==> src/rtl/keypad_code_ctrl.sv <==
// keypad_code_ctrl: PIN-entry front end for the home-alarm FSM.
// Collects four BCD digits, compares them against PIN, and issues a
// one-period arm (4'b0011) or disarm (4'b1100) command. Consecutive
// failed attempts lead to a timed lockout. Everything advances only on
// clk edges with ENA=1, except reset, which acts on any clk edge.
module keypad_code_ctrl #(
  parameter logic [15:0] PIN            = 16'h1234,
  parameter int          MAX_TRIES      = 3,
  parameter int          LOCKOUT_CYCLES = 200,
  parameter int          ENTRY_TIMEOUT  = 50
) (
  input  logic       clk,
  input  logic       reset,
  input  logic       ENA,
  input  logic       key_valid,
  input  logic [3:0] key_code,
  input  logic       is_armed,
  input  logic       is_wait_delay,
  input  logic       alarm_siren,
  output logic [3:0] keypad_cmd,
  output logic       bad_code,
  output logic       locked_out,
  output logic [2:0] digit_cnt
);

  typedef enum logic [2:0] {
    S_IDLE,
    S_ENTRY,
    S_CHECK,
    S_ISSUE,
    S_LOCKOUT
  } state_t;

  localparam logic [2:0] MAX_TRIES_L = 3'(MAX_TRIES);
  localparam logic [9:0] LOCK_LOAD   = 10'(LOCKOUT_CYCLES - 1);
  localparam logic [7:0] TMO_LOAD    = 8'(ENTRY_TIMEOUT - 1);
  localparam logic [3:0] CMD_ARM     = 4'b0011;
  localparam logic [3:0] CMD_DISARM  = 4'b1100;

  state_t     state_q;
  logic [15:0] code_buf_q;
  logic [2:0]  digit_cnt_q;
  logic        ovf_q;
  logic [2:0]  fail_cnt_q;
  logic [9:0]  lock_cnt_q;
  logic [7:0]  tmo_cnt_q;
  logic [3:0]  cmd_q;
  logic        bad_code_q;
  logic        locked_out_q;

  logic       key_digit;
  logic       key_enter;
  logic       key_clear;
  logic       key_accepted;
  logic       code_match;
  logic       alarm_active;
  logic [2:0] fail_cnt_d;

  // Key decode, match test and saturating next fail count.
  always_comb begin
    key_digit    = key_valid && (key_code <= 4'd9);
    key_enter    = key_valid && (key_code == 4'hA);
    key_clear    = key_valid && (key_code == 4'hB);
    key_accepted = key_digit || key_enter || key_clear;
    code_match   = (digit_cnt_q == 3'd4) && !ovf_q && (code_buf_q == PIN);
    alarm_active = is_armed || is_wait_delay || alarm_siren;
    fail_cnt_d   = (fail_cnt_q != 3'd7) ? fail_cnt_q + 3'd1 : fail_cnt_q;
  end

  // Main controller FSM; all outputs are registered here.
  always_ff @(posedge clk) begin
    if (reset) begin
      state_q      <= S_IDLE;
      code_buf_q   <= '0;
      digit_cnt_q  <= '0;
      ovf_q        <= 1'b0;
      fail_cnt_q   <= '0;
      lock_cnt_q   <= '0;
      tmo_cnt_q    <= '0;
      cmd_q        <= '0;
      bad_code_q   <= 1'b0;
      locked_out_q <= 1'b0;
    end else if (ENA) begin
      // Command and reject pulses last exactly one ENA period.
      cmd_q      <= '0;
      bad_code_q <= 1'b0;
      case (state_q)
        S_IDLE: begin
          if (key_digit) begin
            code_buf_q  <= {code_buf_q[11:0], key_code};
            digit_cnt_q <= 3'd1;
            tmo_cnt_q   <= TMO_LOAD;
            state_q     <= S_ENTRY;
          end
        end

        S_ENTRY: begin
          if (key_accepted) begin
            tmo_cnt_q <= TMO_LOAD;
          end
          if (key_digit) begin
            if (digit_cnt_q < 3'd4) begin
              code_buf_q  <= {code_buf_q[11:0], key_code};
              digit_cnt_q <= digit_cnt_q + 3'd1;
            end else begin
              // A fifth digit poisons the entry rather than being dropped silently.
              ovf_q <= 1'b1;
            end
          end else if (key_clear) begin
            code_buf_q  <= '0;
            digit_cnt_q <= '0;
            ovf_q       <= 1'b0;
            state_q     <= S_IDLE;
          end else if (key_enter) begin
            state_q <= S_CHECK;
          end else if (tmo_cnt_q == 8'd0) begin
            // Abandoned partial entry: discard like a clear, no failure.
            code_buf_q  <= '0;
            digit_cnt_q <= '0;
            ovf_q       <= 1'b0;
            state_q     <= S_IDLE;
          end else begin
            tmo_cnt_q <= tmo_cnt_q - 8'd1;
          end
        end

        S_CHECK: begin
          code_buf_q  <= '0;
          digit_cnt_q <= '0;
          ovf_q       <= 1'b0;
          if (code_match) begin
            cmd_q      <= alarm_active ? CMD_DISARM : CMD_ARM;
            fail_cnt_q <= '0;
            state_q    <= S_ISSUE;
          end else begin
            bad_code_q <= 1'b1;
            fail_cnt_q <= fail_cnt_d;
            if (fail_cnt_d == MAX_TRIES_L) begin
              locked_out_q <= 1'b1;
              lock_cnt_q   <= LOCK_LOAD;
              state_q      <= S_LOCKOUT;
            end else begin
              state_q <= S_IDLE;
            end
          end
        end

        S_ISSUE: begin
          state_q <= S_IDLE;
        end

        S_LOCKOUT: begin
          if (lock_cnt_q == 10'd0) begin
            locked_out_q <= 1'b0;
            fail_cnt_q   <= '0;
            state_q      <= S_IDLE;
          end else begin
            lock_cnt_q <= lock_cnt_q - 10'd1;
          end
        end

        default: begin
          state_q <= S_IDLE;
        end
      endcase
    end
  end

  assign keypad_cmd = cmd_q;
  assign bad_code   = bad_code_q;
  assign locked_out = locked_out_q;
  assign digit_cnt  = digit_cnt_q;

endmodule

==> config.mk <==
export PLATFORM = sky130hd
export DESIGN_NAME = keypad_code_ctrl
export DESIGN_NICKNAME = d
export VERILOG_FILES = /design/src/rtl/keypad_code_ctrl.sv
export SDC_FILE = /design/constraint.sdc
export NUM_CORES = 1
export LEC_CHECK = 0
export CORE_MARGIN = 2
export CORE_UTILIZATION = 62
export DETAILED_ROUTE_END_ITERATION = 10
export GPL_ROUTABILITY_DRIVEN = 1
export PLACE_DENSITY = 0.84
export SLEW_MARGIN = 10
export SYNTH_ARGS = -nofsm -noshare
export SYNTH_HDL_FRONTEND = slang
export SYNTH_SLANG_ARGS = --single-unit
==> constraint.sdc <==
create_clock -name clk -period 3 [get_ports clk]
set_clock_uncertainty 0.15 [all_clocks]
set_input_delay 0.9 -clock clk [delete_from_list [all_inputs] [get_ports clk]]
set_output_delay 0.9 -clock clk [all_outputs]
set_load 0.02 [all_outputs]
==> results of run 1 <==
==> worst max-delay path: stages <==
cell and delay, ns:
clkdlybuf4s50_1 0.56, inv_1 0.12, nor2_1 0.23, o21ai_2 0.15, or3_1 0.40, a211oi_1 0.35
==> report_power, final <==
| group | leakage (nW) | switching, mW | total (mW) | internal, mW |
|---|---|---|---|---|
| clock network | 0.0614 | 0.228 | 0.501 | 0.273 |
| logic | 0.585 | 0.195 | 0.337 | 0.142 |
| registers | 0.389 | 0.0390 | 0.706 | 0.667 |
| total | 1.04 | 0.462 | 1.54 | 1.08 |
==> cell usage after synthesis (2+ instances only) <==
cell type   n
o21ai_1     2
nand2_1    33
a22oi_1     3
o21ai_0    21
nand3b_1    4
o21ai_2     2
a21o_1      2
ha_1        6
nor2_1     30
nor4_1      5
and2_1      4
clkbuf_1    7
inv_1       9
nor4b_2     4
nor3_2      2
nor4b_1     6
nand2b_1    3
a31oi_1     3
nor3_1     11
nand4b_1    2
buf_2       5
dfxtp_1    48
nor2_2      2
nand3_1    24
xnor2_1     8
nand4_1     3
a21oi_1    14
nor2b_1     3
buf_4       5
a211oi_1    6
==> state kept, by name (all words and copies together) (netlist names) <==
register    count
state_q         3
fail_cnt_q      3
tmo_cnt_q       8
bad_code        1
lock_cnt_q     10
locked_out      1
digit_cnt       3
ovf_q           1
keypad_cmd      2
code_buf_q     16
==> area by class of cell <==
cell class	instances	area, sq um	share of cell area, %
Clock buffer	6	82.6	2.79
Clock inverter	2	38.8	1.31
Inverter	9	33.8	1.14
Multi-Input combinational cell	234	1480	50.2
Sequential cell	48	961	32.5
Tap cell	50	62.6	2.12
Timing Repair Buffer	33	295	9.98
==> how the worst max path moves through the flow <==
stage	endpoint	slack (ns)	cells after the start
floorplan	digit_cnt[1]	0.65	7
global placement	code_buf_q[1]	0.08	8
detailed placement	code_buf_q[0]	0.02	8
CTS	code_buf_q[0]	0.34	8
global route	code_buf_q[0]	0.18	8
finish	lock_cnt_q[1]	0.32	6
==> routing by layer <==
layer | vias up | wire length, microns | GRT usage (%)
li1 | 1162 | - | -
met1 | 1127 | 2730 | 36.9
met2 | 71 | 2830 | 46.9
met3 | 16 | 326 | 6.49
met4 | 0 | 138 | 11.0
met5 | - | 0 | 0
==> cells by family after synthesis <==
| logic type | count (synthesis) |
|---|---|
| compound gates | 70 |
| flops | 48 |
| buf+inv | 28 |
| xor+xnor | 9 |
| fa+ha+maj | 6 |
| simple gates | 146 |
| mux | 3 |
==> results.cfg, run 1 <==
[floorplan]
die_y_microns = 68.6
start_util_pct = 64.6
dieArea_sq_um = 4700
die_x_microns = 68.6
core_sq_um = 4000
rows = 23
io-pin-count = 20

[logic_synthesis]
synth_top_area_cell = dfxtp_1
synth_cells = 310
synth_cell_type_count = 63
synth_xor_area_share_pct = 3.05
synth_nets = 327
synth-compound-area-share_pct = 18.3
yosys-top-cells-area = dfxtp_1 (37%), nand2_1 (4.8%), nand3_1 (4.6%), nor2_1 (4.4%), o21ai_0 (4.1%)
ys_warn_count = 0
synth-simple-area-share_pct = 31.8
synthAdderAreaFrac_pct = 2.91
avgSynthCellArea_sq_um = 8.33
synth-async-reset-ratio_pct = 0
synthFlopType = dfxtp_1
synth.area.mux_share_pct = 1.40
synth_seq_cells = 48
synth_top_cell_area_share_pct = 37.2
synth_top_family_by_area = simple AND/OR/NAND/NOR gates
synth-seq-area-share_pct = 37.2
syn_area_sq_um = 2580
synth-edff-count = 0

[timing]
max_freq_mhz = 374
fin_crit_ns = 2.68
hold_viol = 0
tightest_slew_ns = 0.639
finalCritPeriodShare_pct = 89.2
setup_viol = 0
hold_slack_ns = 0.316
slew_violations = 0
worst_slack_ns = 0.324
max_slew_margin_pct = 57.4
rsz0062_at_grt = no
tns_ns = 0

[worst_setup_path]
required_ns = 3.04
cp_max_fo = 5
reg2reg_from = digit_cnt[0]
reg2reg_depth = 8
cp.arrival_ns = 2.71
start_kind = input port
r2r_slack_ns = 0.60
startpoint = ENA
critPathKind = in -> reg
cp-end-kind = register
rr_endpoint = lock_cnt_q[1]

[detailed_routing]
wl_mm = 6.03
vias = 2376
ant_nets = 0
via_per_inst = 6.22
drtIter0Drc = 177
firstDrtPassIters = 4
drc = 0
avgRoutedWirePerCell_microns = 15.8

[placement]
place.gp.congestion = 0.853
hpwl_mm = 4.12
placed_area_sq_um = 2840
dp.cells = 374
post-place-ws_ns = 0.0204
io_buffers = 19

[hold_path]
holdPathEnd = code_buf_q[13]
hp-start = code_buf_q[13]
hold_depth = 2
hold_class = reg -> reg

[status]
status = complete, no violations

[cts]
postCtsSetupBuffers = 0
clkSinkCount = 48
cts_resized = 0
hold_buffers = 0
numCtsBuffers = 5
cts_buffer_depth = 2
cts.clk_slew.worst_paths_ns = 0.08
insertion_delay_ns = 0.31
root_buffer = clkbuf_8
cts_tree = built
htree_levels = 2

[final_layout]
finalInstanceArea_sq_um = 2960
antenna-diode-count = 0
fillers = 329
nNetsFinal = 348
fin_util_pct = 73.9
finalNonFillerCells = 382
final_cell_mix = dfxtp_1 (48), nand2_1 (33), nor2_1 (30), nand3_1 (24), o21ai_0 (21)
final_common_cell = dfxtp_1
area_delta_synth_final_pct = 14.5
drive_gt1_share_pct = 13.0

[pwr]
power_mw = 1.54
leakagePower_nw = 1.04
p_per_area_nw_per_um2 = 522
vdd_drop_max_uv = 329

[grt]
grt_max_degree = 26
overflow = 0
gr-usage-all-layers_pct = 28.8
grt_pass1_wl_mm = 10.1
grt_pass1_vias = 2212
grt_antenna_before_repair = 0

[job]
maxCapViolCount = 0
No activity file was read; power rests on OpenSTA's default activity.
==> inputs of run 2 (changes only) <==
--- a/config.mk
+++ b/config.mk
@@ -10,7 +10,6 @@
 export DETAILED_ROUTE_END_ITERATION = 10
 export GPL_ROUTABILITY_DRIVEN = 1
 export PLACE_DENSITY = 0.84
-export SLEW_MARGIN = 10
 export SYNTH_ARGS = -nofsm -noshare
 export SYNTH_HDL_FRONTEND = slang
 export SYNTH_SLANG_ARGS = --single-unit
==> results of run 2 <==
The final DEF is identical to that of run 1; final timing and power are the same.
